File: src/rtl/mult_arb.sv
// mult_arb: round-robin arbiter that shares one sequential shift-add multiplier
// among N_REQ requesters. The winner's operands are latched and held on the
// multiplier inputs for the whole operation; the product is returned tagged
// with the owning requester id. Every output is driven straight from a register.
module mult_arb #(
    parameter int unsigned N_REQ    = 3,
    parameter int unsigned BW_ID    = 2,
    parameter int unsigned BW_MCAND = 3,
    parameter int unsigned BW_MLIER = 4
) (
    input  logic                          clk,
    input  logic                          rst,
    input  logic [N_REQ-1:0]              req,
    input  logic [N_REQ*BW_MCAND-1:0]     req_mcand,
    input  logic [N_REQ*BW_MLIER-1:0]     req_mlier,
    input  logic [N_REQ-1:0]              req_mcand_is_signed,
    input  logic [N_REQ-1:0]              req_mlier_is_signed,
    output logic [N_REQ-1:0]              req_ack,
    output logic                          rsp_valid,
    output logic [BW_ID-1:0]              rsp_id,
    output logic [BW_MCAND+BW_MLIER-1:0]  rsp_prod,
    output logic                          mult_start,
    output logic [BW_MCAND-1:0]           mult_mcand,
    output logic [BW_MLIER-1:0]           mult_mlier,
    output logic                          mult_mcand_is_signed,
    output logic                          mult_mlier_is_signed,
    input  logic                          mult_busy,
    input  logic [BW_MCAND+BW_MLIER-1:0]  mult_prod
);

    localparam int unsigned BW_PROD = BW_MCAND + BW_MLIER;

    typedef enum logic [1:0] {
        IDLE,
        START,
        RUN,
        DONE
    } state_t;

    state_t               state_q, state_d;
    logic [BW_ID-1:0]     ptr_q, ptr_d;
    logic [BW_ID-1:0]     id_q, id_d;
    logic [N_REQ-1:0]     ack_q, ack_d;
    logic                 start_q, start_d;
    logic [BW_MCAND-1:0]  mcand_q, mcand_d;
    logic [BW_MLIER-1:0]  mlier_q, mlier_d;
    logic                 mcs_q, mcs_d;
    logic                 mls_q, mls_d;
    logic                 rsp_valid_q, rsp_valid_d;
    logic [BW_ID-1:0]     rsp_id_q, rsp_id_d;
    logic [BW_PROD-1:0]   rsp_prod_q, rsp_prod_d;

    // Arbitration scratch: requests rotated so bit 0 is the pointer position.
    logic [2*N_REQ-1:0]   req_dbl;
    logic [N_REQ-1:0]     req_rot;
    logic                 found;
    int unsigned          off;
    int unsigned          win;
    logic [BW_MCAND-1:0]  sel_mcand;
    logic [BW_MLIER-1:0]  sel_mlier;
    logic [N_REQ-1:0]     sel_mcs_vec;
    logic [N_REQ-1:0]     sel_mls_vec;

    // Round-robin pick: first set request at or after the pointer, with wrap.
    always_comb begin
        req_dbl     = {req, req};
        req_rot     = N_REQ'(req_dbl >> ptr_q);
        found       = 1'b0;
        off         = 0;
        for (int unsigned k = 0; k < N_REQ; k++) begin
            if (!found && req_rot[k]) begin
                found = 1'b1;
                off   = k;
            end
        end
        win = 32'(ptr_q) + off;
        if (win >= N_REQ) begin
            win = win - N_REQ;
        end
        sel_mcand   = BW_MCAND'(req_mcand >> (win * BW_MCAND));
        sel_mlier   = BW_MLIER'(req_mlier >> (win * BW_MLIER));
        sel_mcs_vec = req_mcand_is_signed >> win;
        sel_mls_vec = req_mlier_is_signed >> win;
    end

    // Sequencer next-state: grant, start pulse, wait for busy to fall, respond.
    always_comb begin
        state_d     = state_q;
        ptr_d       = ptr_q;
        id_d        = id_q;
        ack_d       = '0;
        start_d     = 1'b0;
        mcand_d     = mcand_q;
        mlier_d     = mlier_q;
        mcs_d       = mcs_q;
        mls_d       = mls_q;
        rsp_valid_d = 1'b0;
        rsp_id_d    = rsp_id_q;
        rsp_prod_d  = rsp_prod_q;
        case (state_q)
            IDLE: begin
                if (found && !mult_busy) begin
                    ack_d   = N_REQ'(1) << win;
                    start_d = 1'b1;
                    mcand_d = sel_mcand;
                    mlier_d = sel_mlier;
                    mcs_d   = sel_mcs_vec[0];
                    mls_d   = sel_mls_vec[0];
                    id_d    = BW_ID'(win);
                    ptr_d   = (win + 1 >= N_REQ) ? '0 : BW_ID'(win + 1);
                    state_d = START;
                end
            end
            START: begin
                state_d = RUN;
            end
            RUN: begin
                if (!mult_busy) begin
                    rsp_valid_d = 1'b1;
                    rsp_id_d    = id_q;
                    rsp_prod_d  = mult_prod;
                    state_d     = DONE;
                end
            end
            DONE: begin
                state_d = IDLE;
            end
            default: begin
                state_d = IDLE;
            end
        endcase
    end

    // State and output registers; reset discards any operation in flight.
    always_ff @(posedge clk or posedge rst) begin
        if (rst) begin
            state_q     <= IDLE;
            ptr_q       <= '0;
            id_q        <= '0;
            ack_q       <= '0;
            start_q     <= 1'b0;
            mcand_q     <= '0;
            mlier_q     <= '0;
            mcs_q       <= 1'b0;
            mls_q       <= 1'b0;
            rsp_valid_q <= 1'b0;
            rsp_id_q    <= '0;
            rsp_prod_q  <= '0;
        end else begin
            state_q     <= state_d;
            ptr_q       <= ptr_d;
            id_q        <= id_d;
            ack_q       <= ack_d;
            start_q     <= start_d;
            mcand_q     <= mcand_d;
            mlier_q     <= mlier_d;
            mcs_q       <= mcs_d;
            mls_q       <= mls_d;
            rsp_valid_q <= rsp_valid_d;
            rsp_id_q    <= rsp_id_d;
            rsp_prod_q  <= rsp_prod_d;
        end
    end

    assign req_ack              = ack_q;
    assign mult_start           = start_q;
    assign mult_mcand           = mcand_q;
    assign mult_mlier           = mlier_q;
    assign mult_mcand_is_signed = mcs_q;
    assign mult_mlier_is_signed = mls_q;
    assign rsp_valid            = rsp_valid_q;
    assign rsp_id               = rsp_id_q;
    assign rsp_prod             = rsp_prod_q;

endmodule

File: config.mk
export PLATFORM = sky130hd
export DESIGN_NAME = mult_arb
export DESIGN_NICKNAME = d
export VERILOG_FILES = /design/src/rtl/mult_arb.sv
export SDC_FILE = /design/constraint.sdc
export NUM_CORES = 1
export LEC_CHECK = 0
export CORE_MARGIN = 1.5
export CORE_UTILIZATION = 50
export DETAILED_ROUTE_END_ITERATION = 10
export DONT_BUFFER_PORTS = 1
export SLEW_MARGIN = 10
export SYNTH_ARGS = -nofsm -noshare
export SYNTH_HDL_FRONTEND = slang
export SYNTH_SLANG_ARGS = --single-unit
File: constraint.sdc
create_clock -name clk -period 6.3 [get_ports clk]
set_input_delay 1.26 -clock clk [delete_from_list [all_inputs] [get_ports clk]]
set_output_delay 1.26 -clock clk [all_outputs]
set_load 0.03 [all_outputs]
After elaboration in Yosys (flattened, before gate mapping). Cells that the tools add are included.

Bits in registers: 29. Bits of input ports: 40. Output and inout bits: 23. Word-level logic and storage cells: 56.

Add/sub/neg operators: 3. Multipliers: 1. Magnitude comparators: 2. Equal/unequal tests: 5. Shift-type cells: 6. Mux-type cells: 16. Bitwise gates (word level): 1. Reductions and logical operators: 10.

Operators by type and width (number): greater-or-equal comparator 32 x 2 -> 1 bit (second input constant) (2); 2-to-1 mux 32 bit (2); >> shifter 3 x 32 -> 1 bit (2); adder 2 x 32 -> 32 bit (1); adder 32 x 1 -> 32 bit (second input constant) (1); multiplier 32 x 2 -> 32 bit (second input constant) (1); << shifter 1 x 32 -> 3 bit (first input constant) (1); >> shifter 12 x 32 -> 4 bit (1); >> shifter 9 x 32 -> 3 bit (1); subtractor 32 x 2 -> 32 bit (second input constant) (1); 2-to-1 mux 1 bit (8); one-hot mux 2 bit (4 select lines) (1); 2-to-1 mux 2 bit (3); 2-to-1 mux 3 bit (2); AND reduction 2 bit (3); >> shifter 6 x 2 -> 3 bit (1); == test 2 bit (second input constant) (2); != test 2 bit (second input constant) (2); logical AND 1 bit (3); logical NOT 1 bit (3); == test 2 x 1 -> 1 bit (second input constant) (1); logical NOT 2 bit (1); inverter 1 bit (1).

Longest topological paths before layout. Gate-level depths: netlist (run 1).

Depth in word-level cells: 14. Depth in mapped cells: 24. Gate-level depth less buffers: 22.

Worst setup path before layout (run 1). No wires, ideal clock.

Path kind: input-to-reg. Start point: input port req[1]. End point: register mcand_q[1] (netlist: mult_mcand[1]). Library setup time: 0.074 ns. Data arrival time: 5.938 ns. Required time: 6.226 ns. Setup slack: 0.288 ns. Stages: 23. Path buffers: 2. Cell sequence: nor4bb_1 -> a221o_1 -> ha_1 -> inv_1 -> fa_1 -> inv_1 -> ha_1 -> nand2b_2 -> buf_6 -> mux2_4 -> buf_6 -> ha_1 -> a22o_1 -> a32oi_1 -> nor2b_1 -> fa_1 -> inv_1 -> fa_1 -> nor4_1 -> o21ai_0 -> nor4_1 -> o211ai_1 -> o21ai_2.

Longest elaborated chain between the ends: 13. Elaborated cells between the ends (all ways): 18. Classes of those cells: 2 x add/sub; 1 x mul; 1 x order compare; 2 x shift; 6 x mux; 6 x reduce/logical.

Ends and longest elaborated chain: start, declared (line 13) `input logic [N_REQ-1:0] req,`; >> shifter 6 x 2 -> 3 bit (*) (line 67) `req_rot = N_REQ'(req_dbl >> ptr_q);`; 2-to-1 mux 1 bit (line 71) `if (!found && req_rot[k]) begin`; logical NOT 1 bit (line 71); logical AND 1 bit (line 71); 2-to-1 mux 1 bit (line 71); logical NOT 1 bit (line 71); logical AND 1 bit (line 71); 2-to-1 mux 32 bit (*) (line 71); adder 2 x 32 -> 32 bit (*) (line 76) `win = 32'(ptr_q) + off;`; subtractor 32 x 2 -> 32 bit / greater-or-equal comparator 32 x 2 -> 1 bit (equally long branches) (line 78, 77); 2-to-1 mux 32 bit (*) (line 77) `if (win >= N_REQ) begin`; named net win[1] (line 58) `int unsigned win;`; multiplier 32 x 2 -> 32 bit (*) (line 80) `sel_mcand = BW_MCAND'(req_mcand >> (win * BW_MCAND));`; >> shifter 9 x 32 -> 3 bit (*) (line 80); end signal, assigned (line 155) `mcand_q <= mcand_d;`; end, declared (line 45) `logic [BW_MCAND-1:0] mcand_q, mcand_d;`.

The timed path passes the listed nets; every way through them passes the cells marked *. A chain may end at the register's enable or synchronous reset.

Worst setup path after layout (run 1).
Start point: input port req[0]. End point: register mcand_q[1] (netlist: mult_mcand[1]).

Longest elaborated chain between the ends: 13. Elaborated cells between the ends (all ways): 18. Classes of those cells: 2 x add/sub; 1 x mul; 1 x order compare; 2 x shift; 6 x mux; 6 x reduce/logical.

Ends and longest elaborated chain (line): >> shifter 6 x 2 -> 3 bit (*) (67); 2-to-1 mux 1 bit (71); logical NOT 1 bit (71); logical AND 1 bit (71); 2-to-1 mux 1 bit (71); logical NOT 1 bit (71); logical AND 1 bit (71); 2-to-1 mux 32 bit (71); adder 2 x 32 -> 32 bit (76); subtractor 32 x 2 -> 32 bit / greater-or-equal comparator 32 x 2 -> 1 bit (equally long branches) (78, 77); 2-to-1 mux 32 bit (77); multiplier 32 x 2 -> 32 bit (80); >> shifter 9 x 32 -> 3 bit (80).

Every way passes the cells marked *; elsewhere a longest branch is shown, timed or not.

==> impl_metrics.py, run 1 <==
metrics = {
    "final_layout": {
        "fillCellCount": 341,
        "area_growth_pct": 9.47,
        "utilization_pct": 57.4,
        "multi_input_area_mm2": 0.00134,
        "drive_gt1_share_pct": 16.5,
        "seq_area_um2": 726,
        "antennaDiodeCount": 0,
        "fin_nets": 271,
    },
    "logic_synthesis": {
        "avgSynthCellArea_um2": 10.9,
        "muxShareOfSynthArea_pct": 17.6,
        "yosysSeqAreaShare_pct": 34.1,
        "synth_compound_area_share_pct": 12.1,
        "synth_cell_types": 46,
        "synthAdderAreaFrac_pct": 15.3,
        "syn_area_mm2": 0.00213,
        "synthCells": 196,
        "synth_common_cells": "29 x dfrtp_1, 18 x mux2i_1, 13 x nand2_1, 13 x nor2_1, 12 x inv_1",
        "synthTopCellsByArea": "dfrtp_1 34%, fa_1 9.4%, mux2i_1 8.5%",
        "synth_top_family_by_area": "multiplexers",
        "yosys.area.top_type": "dfrtp_1",
        "synth_top_area_share_pct": 34.1,
        "yosysWarnings": 0,
        "synth_xor_area_share_pct": 1.71,
        "synth-simple-area-share_pct": 13.9,
        "yosysMostFrequentCell": "dfrtp_1",
        "synth-seq-cells": 29,
        "synthArstFlopShare_pct": 100,
        "synth_edf_count": 0,
        "yosys_most_used_dff": "dfrtp_1",
    },
    "placement": {
        "io_buffers": 0,
        "place.gp.congestion": 0.883,
        "dp_hpwl_um": 3210,
    },
    "clocking": {
        "cts-root-buf": "clkbuf_8",
        "clk_pin_slew_ns": 0.06,
        "cts_max_level": 2,
        "cts_tree": "done",
        "cts_buffers": 5,
        "insertion_delay_ns": 0.27,
        "cts_buffer_depth": 2,
        "cts_hold_buf": 0,
        "clock_sink_count": 29,
        "cts_setup_buffers": 0,
    },
    "setup_path": {
        "r2r_setup_slack_ns": 0.92,
        "worstPathMaxFanout": 6,
        "cp.required_ns": 6.50,
        "path_cells": "inv_1 > nor4b_1 > a31oi_1 > nor2_1 > a21oi_1 > fa_1 > inv_1 > ha_1 > nand2b_2 > mux2_4 > ha_1 > ha_1 > and2_1 > a31oi_1 > nor2b_1 > o21ai_1 > fa_1 > nor4bb_1 > nand4_1 > nor4_2 > o211ai_1 > o21ai_2",
        "startpoint_type": "input port",
        "worst_setup_path_end_kind": "flop",
        "crit_slowest_cell": "fa_1",
        "path_common_cell": "ha_1",
        "crit_arrival_ns": 6.11,
        "critPathTopFamily": "simple AND/OR/NAND/NOR gates",
        "critPathKind": "in -> reg",
        "slowest_delay_ns": 0.54,
        "reg2reg_from": "ptr_q[1]$_DFFE_PP0P_",
        "reg2reg_to": "mult_mcand[1]$_DFFE_PP0P_",
        "r2r_cells": 22,
        "worst-path-buf-inv": 2,
    },
    "timing": {
        "tightest_slew_ns": 1.03,
        "clock.fmax_mhz": 169,
        "setup_viol": 0,
        "maxSlewViolCount": 0,
        "grt_setup_unrepaired": "false",
        "finalHoldViolCount": 0,
        "finalCritPeriodShare_pct": 93.8,
        "skew_ns": 0.00607,
        "finalCriticalPeriod_ns": 5.91,
        "finalSetupTns_ns": 0,
        "slew_headroom_pct": 31.3,
    },
    "global_routing": {
        "grt-ovfl-total": 0,
        "grt_util_all_layers_pct": 18.2,
        "antenna_found_initial": 0,
        "grt_pass1_wl_um": 6280,
        "grt_pass1_vias": 1437,
        "grt_start_max_net_pins": 30,
    },
    "die": {
        "core_area_mm2": 0.00406,
        "initial_core_util_pct": 52.4,
        "io_pins": 63,
        "row_count": 23,
        "die_x_um": 68.2,
        "fp.dieH_um": 68.2,
        "dieArea_mm2": 0.00465,
    },
    "route": {
        "drc": 0,
        "routed-via-count": 1533,
        "drt-vias-per-instance": 5.85,
        "ant_nets": 0,
        "first_iter_violations": 77,
        "routedWlPerCell_um": 15.5,
        "wirelength_um": 4050,
        "dr.pass1.iters": 4,
    },
    "hold_path": {
        "holdPathEnd": "id_q[0]$_DFFE_PP0P_",
        "hp-class": "reg -> reg",
        "hp-start": "id_q[0]$_DFFE_PP0P_",
        "min_path_cells": 2,
    },
    "run_status": {
        "outcome": "complete, no violations",
    },
    "flow_run": {
        "maxCapViolCount": 0,
    },
}
[metrics by stage]
step	std cells	hold WS (ns)	instance area (um2)	worst slack, ns
final	262	0.482	2330	0.394
after global placement	254	0.461	2220	0.239
after CTS	262	0.485	2320	0.356
after floorplan	205	0.440	2160	0.288
after detailed placement	254	0.467	2220	0.0898
after global routing	262	0.521	2330	0.0485
[worst min-delay path, cell delays in order (launching register included)]
cell     delay (ns)
dfrtp_1        0.35
nand2_1        0.05
nand2_1        0.05
[what timing repair did]
action                     4_1_cts  5_1_grt
resized for setup                0        1
setup endpoints to repair        0        1
hold endpoints to repair         0        0
[final cells by class]
class | count | share of cell area [%]
clock buffer | 7 | 4.14
clock inverter | 1 | 0.215
tap | 50 | 2.69
timing repair buffer | 7 | 2.26
inverter | 13 | 2.10
multi-input combinational | 155 | 57.4
sequential | 29 | 31.2
[flip-flops by register name, indices dropped and copies added, names as in the netlist, 2 cells and up]
signal      count
rsp_prod        7
mult_mlier      4
mult_mcand      3
req_ack         3
id_q            2
ptr_q           2
rsp_id          2
state_q         2
[routing by layer]
metal	up-vias	global-route usage, %	part of all wire [%]
met5	-	0	0
met4	0	8.75	1.1
met3	4	3.78	5.0
met2	49	32.0	52
met1	764	20.9	42
li1	716	-	-
[cells in the final DEF (no fill, tap or decap), drive strengths merged, types with 2 or more instances in the layout]
cell,instances
dfrtp,29
mux2i,18
nand2,13
nor2,13
inv,13
conb,11
mux2,11
o21ai,11
fa,10
ha,10
nor2b,8
a221o,8
clkbuf,7
buf,7
a21oi,4
nand2b,4
mux4,3
or3,2
and2b,2
and2,2
a31oi,2
a22o,2
o211ai,2
nor4bb,2
nor3,2
nor4,2
[cells by family (layout without fill, tap and decap cells)]
group | count (synthesis) | count (layout)
flip-flops | 29 | 29
AO/OA/AOI/OAI | 35 | 35
buffers and inverters | 21 | 28
multiplexers | 32 | 32
XOR/XNOR | 2 | 2
adder cells (fa/ha/maj) | 20 | 20
AND/OR/NAND/NOR | 55 | 55
other | 2 | 11
[worst max path at each step]
stage / startpoint / end / depth (start not counted)
CTS: req[0] / mult_mcand[1]$_DFFE_PP0P_ / 22
global route: req[0] / mult_mcand[1]$_DFFE_PP0P_ / 22
global placement: req[1] / mult_mcand[1]$_DFFE_PP0P_ / 21
finish: req[0] / mult_mcand[1]$_DFFE_PP0P_ / 22
floorplan: req[1] / mult_mcand[1]$_DFFE_PP0P_ / 23
detailed placement: req[0] / mult_mcand[1]$_DFFE_PP0P_ / 22
Power of run 1 is left out: the tool's default activity adds up to more than one toggle a clock period on the data nets, which glitch-free logic cannot reach.
==> run 2: changes to the inputs <==
CAP_MARGIN = 30   (was default)
==> run 2 against run 1 <==
Effect of this change: final area grew 1.2%; sequential share of layout area down 0.36 points; first-iteration DRC count fell by 42%; register-to-register slack better by 0.04 ns; clock-buffer cell count is the same; non-clock buffer count rose by 1; critical path depth unchanged; largest cell class unchanged; highest routed layer unchanged.
==> impl_metrics.py, run 2 (synthesis gave the netlist of run 1 again) <==
metrics = {
    "die": {
        "initial_core_util_pct": 52.4,
        "fp.dieH_um": 68.2,
        "die_x_um": 68.2,
        "row_count": 23,
        "core_area_mm2": 0.00406,
        "io_pins": 63,
        "dieArea_mm2": 0.00465,
    },
    "global_routing": {
        "grt_pass1_vias": 1413,
        "grt_util_met3_pct": 4.93,
        "grt_pass1_wl_um": 6370,
        "grt_start_max_net_pins": 23,
        "use_met2_pct": 30.2,
        "grt_util_all_layers_pct": 18.3,
        "grt_use_met1_pct": 23.0,
        "antenna_found_initial": 0,
        "grt-ovfl-total": 0,
        "gr-max-usage-layer": "met2",
    },
    "timing": {
        "finalCritPeriodShare_pct": 93.2,
        "fin_ws_ns": 0.431,
        "setup_viol": 0,
        "tightest_slew_ns": 0.810,
        "finalSetupTns_ns": 0,
        "maxSlewViolCount": 0,
        "finalCriticalPeriod_ns": 5.87,
        "skew_ns": 0.00481,
        "finalHoldViolCount": 0,
        "clock.fmax_mhz": 170,
        "slew_headroom_pct": 45.9,
        "grt_setup_unrepaired": "false",
    },
    "setup_path": {
        "worst_setup_path_end_kind": "flop",
        "r2r_cells": 22,
        "r2r_setup_slack_ns": 0.96,
        "crit_arrival_ns": 6.07,
        "reg2reg_from": "ptr_q[1]$_DFFE_PP0P_",
        "cp.required_ns": 6.50,
        "endpoint": "mult_mcand[1]$_DFFE_PP0P_",
        "critPathKind": "in -> reg",
        "reg2reg_to": "mult_mcand[1]$_DFFE_PP0P_",
        "worstPathMaxFanout": 6,
        "startpoint": "req[0]",
        "startpoint_type": "input port",
    },
    "clocking": {
        "cts_max_level": 2,
        "cts_buffers": 5,
        "clock_sink_count": 29,
        "cts-root-buf": "clkbuf_8",
        "cts_hold_buf": 0,
        "clk_pin_slew_ns": 0.06,
        "cts_tree": "done",
        "cts_buffer_depth": 2,
        "insertion_delay_ns": 0.27,
    },
    "placement": {
        "io_buffers": 0,
        "place_ws_ns": 0.0673,
        "place.gp.congestion": 0.883,
        "dp_hpwl_um": 3280,
    },
    "route": {
        "routedWlPerCell_um": 15.3,
        "routed-via-count": 1488,
        "wirelength_um": 4030,
        "drt-vias-per-instance": 5.66,
        "dr.pass1.iters": 4,
        "first_iter_violations": 45,
        "ant_nets": 0,
        "drc": 0,
    },
    "final_layout": {
        "final_common_cell": "dfrtp_1",
        "area_growth_pct": 10.8,
        "antennaDiodeCount": 0,
        "layout_common_cells": "29 x dfrtp_1, 18 x mux2i_1, 13 x nand2_1, 13 x nor2_1, 12 x inv_1",
        "fin_nets": 272,
        "fillCellCount": 327,
        "drive_gt1_share_pct": 16.9,
        "largest_reg_flops": 7,
    },
    "hold_path": {
        "hp-class": "reg -> reg",
    },
    "power": {
        "p_leak_uw": 0.00108,
        "powerDensity_mw_per_mm2": 701,
        "peakVddDrop_v": 0.000369,
    },
    "run_status": {
        "outcome": "complete, no violations",
    },
    "flow_run": {
        "maxCapViolCount": 0,
    },
}
run 2: power breakdown:
part / switching [uW] / internal [uW] / total (uW)
registers: 149 / 256 / 404
logic: 551 / 531 / 1080
clock network: 65.3 / 98.5 / 164
total: 766 / 885 / 1650
run 2: worst min path at each step:
| stage | slack (ns) | start | end | cells after the start |
|---|---|---|---|---|
| 4_1_cts | 0.48 | id_q[0]$_DFFE_PP0P_ | id_q[0]$_DFFE_PP0P_ | 2 |
| 2_1_floorplan | 0.44 | id_q[0]$_DFFE_PP0P_ | id_q[0]$_DFFE_PP0P_ | 2 |
| 3_5_place_dp | 0.47 | id_q[0]$_DFFE_PP0P_ | id_q[0]$_DFFE_PP0P_ | 2 |
| 6_report | 0.48 | id_q[0]$_DFFE_PP0P_ | id_q[0]$_DFFE_PP0P_ | 2 |
| 5_1_grt | 0.53 | id_q[1]$_DFFE_PP0P_ | id_q[1]$_DFFE_PP0P_ | 2 |
| 3_3_place_gp | 0.46 | id_q[0]$_DFFE_PP0P_ | id_q[0]$_DFFE_PP0P_ | 2 |
run 2: repair_timing:
action	CTS	global route
setup endpoints to repair	0	1
setup buffers	0	0
resized for setup	0	1
run 2: final cells by class:
class / instances / area, um2 / area share [%]
clock buffer: 7 / 96.3 / 4.09
multi-input combinational: 155 / 1340 / 56.8
tap: 50 / 62.6 / 2.66
inverter: 13 / 48.8 / 2.07
timing repair buffer: 8 / 80.1 / 3.40
sequential: 29 / 726 / 30.8
clock inverter: 1 / 5.00 / 0.212
run 2: layer usage:
layer | share of wire, % | routed length [um] | vias up
met5 | 0 | 0 | -
met4 | 1.4 | 56 | 0
met3 | 5.1 | 205 | 6
met2 | 50 | 2010 | 42
met1 | 44 | 1760 | 723
li1 | - | - | 717
run 2: through the flow:
stage	area (um2)	hold WS (ns)	util [%]	power [uW]	instances
2_1_floorplan	2160	0.440	-	1300	205
3_3_place_gp	2220	0.461	54.7	1460	254
5_1_grt	2360	0.528	58.1	1810	263
6_report	2360	0.482	58.1	1650	263
3_5_place_dp	2250	0.465	55.4	1500	255
4_1_cts	2350	0.481	57.9	1670	263
run 2: critical path, cell delays in order:
cell and delay [ns]:
inv_1 0.04, nor4b_1 0.31, a31oi_1 0.08, nor2_1 0.10
a21oi_1 0.07, fa_1 0.54, inv_1 0.08, ha_1 0.24
nand2b_2 0.29, mux2_4 0.35, ha_1 0.23, a22o_1 0.23
a32oi_1 0.21, nor2b_1 0.25, buf_4 0.16, o21ai_1 0.07
fa_1 0.44, nor4_1 0.31, o21ai_0 0.15, nor4_2 0.31
o211ai_1 0.18, o21ai_2 0.16
Note: power is estimated with default switching activity, not from simulation.
==> run 3: changes to the inputs <==
CORE_UTILIZATION = 43   (was 50)
GPL_TIMING_DRIVEN = 0   (was default)
TNS_END_PERCENT = 30   (was default)
==> run 3 against run 2 <==
Effect of this change: final cell count grew 8.0%; first-iteration DRC count grew 29%; clock skew grew 0.0026 ns; final area grew 4.4%; sequential share of layout area shrank 1.3 points; global-route usage shrank 0.51 points; utilization shrank 6.4 points; routed wire length grew 11%; maximum frequency shrank 1.9%; hold slack lost 0.0010 ns; critical path type unchanged; critical endpoint unchanged.
==> impl_metrics.py, run 3 (synthesis gave the netlist of run 1 again) <==
metrics = {
    "setup_path": {
        "reg2reg_to": "mult_mcand[1]$_DFFE_PP0P_",
        "crit_slowest_cell": "fa_2",
        "crit_arrival_ns": 6.19,
        "critPathKind": "in -> reg",
        "slowest_delay_ns": 0.49,
        "r2r_setup_slack_ns": 0.80,
        "path_common_cell": "ha_1",
        "path_cells": "nor2b_1 > a221o_1 > ha_1 > inv_1 > fa_2 > inv_1 > ha_1 > nand2b_2 > buf_6 > mux2_4 > buf_6 > ha_1 > ha_1 > and2_1 > a31oi_2 > nor2b_4 > o21ai_1 > fa_1 > nor4bb_2 > nand4_1 > nor4_4 > o211ai_1 > o21ai_2",
        "worst-path-buf-inv": 4,
        "reg2reg_from": "ptr_q[1]$_DFFE_PP0P_",
        "critPathTopFamily": "adder cells",
        "worst_setup_path_end_kind": "flop",
        "cp.required_ns": 6.51,
        "worstPathMaxFanout": 10,
        "r2r_cells": 24,
        "startpoint_type": "input port",
        "crit_cells": 23,
    },
    "timing": {
        "clock.fmax_mhz": 167,
        "finalCriticalPeriod_ns": 5.99,
        "skew_ns": 0.00740,
        "tightest_slew_ns": 0.582,
        "maxSlewViolCount": 0,
        "finalCritPeriodShare_pct": 95.0,
        "slew_headroom_pct": 61.1,
        "grt_setup_unrepaired": "false",
        "setup_viol": 0,
        "finalHoldViolCount": 0,
        "fin_ws_ns": 0.315,
        "finalSetupTns_ns": 0,
    },
    "global_routing": {
        "grt_pass1_wl_um": 7390,
        "grt-ovfl-total": 0,
        "grt_pass1_vias": 1676,
        "antenna_found_initial": 0,
        "grt_start_max_net_pins": 19,
        "grt_util_all_layers_pct": 17.8,
    },
    "final_layout": {
        "final_common_cell": "dfrtp_1",
        "utilization_pct": 51.7,
        "area_growth_pct": 15.6,
        "layout_common_cells": "29 x dfrtp_1, 18 x mux2i_1, 13 x nand2_1, 13 x nor2_1, 12 x inv_1",
        "drive_gt1_share_pct": 20.7,
        "largest_reg_flops": 7,
        "fin_nets": 276,
        "antennaDiodeCount": 0,
        "finalInstanceArea_mm2": 0.00246,
        "fillCellCount": 425,
        "seq_area_um2": 726,
        "multi_input_area_mm2": 0.00139,
    },
    "clocking": {
        "cts_max_level": 2,
        "cts_buffer_depth": 2,
        "cts-root-buf": "clkbuf_8",
        "clk_pin_slew_ns": 0.06,
        "cts_buffers": 5,
        "cts_hold_buf": 0,
        "clock_sink_count": 29,
        "cts_tree": "done",
        "insertion_delay_ns": 0.28,
    },
    "hold_path": {
        "hp-start": "id_q[0]$_DFFE_PP0P_",
        "min_path_cells": 2,
        "holdPathEnd": "id_q[0]$_DFFE_PP0P_",
        "hp-class": "reg -> reg",
    },
    "die": {
        "core_area_mm2": 0.00475,
        "io_pins": 63,
        "dieArea_mm2": 0.00538,
        "fp.dieH_um": 73.3,
        "die_x_um": 73.3,
        "initial_core_util_pct": 44.7,
        "row_count": 25,
    },
    "route": {
        "routed-via-count": 1540,
        "drc": 0,
        "drt-vias-per-instance": 5.42,
        "ant_nets": 0,
        "wirelength_um": 4500,
        "first_iter_violations": 58,
        "dr.pass1.iters": 4,
        "routedWlPerCell_um": 15.8,
    },
    "power": {
        "powerDensity_mw_per_mm2": 692,
        "peakVddDrop_v": 0.000491,
        "p_leak_uw": 0.00112,
        "power_uw": 1700,
    },
    "placement": {
        "dp_hpwl_um": 3470,
        "place.gp.congestion": 0.819,
        "place_ws_ns": -0.517,
        "dpl-instance-area_mm2": 0.00227,
        "io_buffers": 0,
    },
    "flow_run": {
        "maxCapViolCount": 0,
    },
    "run_status": {
        "outcome": "complete, no violations",
    },
}
## run 3: cell count changes in the layout (fill, tap and decap cells not counted), moves of 2 or more
cell      before  now
buf_4          7    3
buf_6          0    3
clkbuf_1       0    3
buf_2          0    2
nor2b_1        8    6
nor2b_4        0    2
## run 3: power by group
group | switching (uW) | total [uW] | internal (uW)
Sequential | 151 | 406 | 255
Clock | 68.9 | 167 | 98.5
Combinational | 585 | 1130 | 542
## run 3: per-stage QoR
step,instances,hold WS [ns]
after floorplan,205,0.440
after global placement,272,0.456
after detailed placement,273,0.475
after CTS,281,0.491
after global routing,284,0.511
final,284,0.481
## run 3: worst register-to-register path: stages, from the launching register on
cell,delay [ns]
dfrtp_1,0.44
inv_1,0.17
nor3_2,0.06
a221o_1,0.30
ha_1,0.18
inv_1,0.09
fa_2,0.49
inv_1,0.12
ha_1,0.21
nand2b_2,0.14
buf_6,0.14
mux2_4,0.31
buf_6,0.15
ha_1,0.23
ha_1,0.21
and2_1,0.14
a31oi_2,0.17
nor2b_4,0.20
o21ai_1,0.08
fa_1,0.46
nor4bb_2,0.31
nand4_1,0.17
nor4_4,0.27
o211ai_1,0.21
o21ai_2,0.17
## run 3: how the worst max path moves through the flow
stage / from / end / slack, ns
3_5_place_dp: req[0] / mult_mcand[1]$_DFFE_PP0P_ / -0.52
3_3_place_gp: req[1] / mult_mcand[2]$_DFFE_PP0P_ / -0.33
6_report: req[1] / mult_mcand[1]$_DFFE_PP0P_ / 0.31
4_1_cts: req[0] / mult_mcand[1]$_DFFE_PP0P_ / 0.02
2_1_floorplan: req[1] / mult_mcand[1]$_DFFE_PP0P_ / 0.29
5_1_grt: req[1] / mult_mcand[1]$_DFFE_PP0P_ / 0.008
## run 3: layer usage
metal | GRT usage (%) | vias to the layer above | wire (um) | share of wire (%)
met3 | 4.80 | 6 | 307 | 6.8
met5 | 0 | - | 0 | 0
met1 | 19.4 | 750 | 1890 | 42
li1 | - | 728 | - | -
met4 | 7.00 | 0 | 61 | 1.4
met2 | 32.6 | 56 | 2240 | 50
## run 3: timing repair
| item | CTS | global route |
|---|---|---|
| pin swaps | 0 | 3 |
| setup buffers | 0 | 3 |
| resized for setup | 3 | 10 |
| endpoints found under the setup margin | 3 | 3 |
## run 3: area by class of cell
class                      instances  area share [%]
clock inverter                     1           0.204
buffer                             8            2.24
multi-input combinational        155            56.7
sequential                        29            29.5
inverter                          13            1.98
tap                               67            3.41
timing repair buffer               4            2.04
clock buffer                       7            3.92
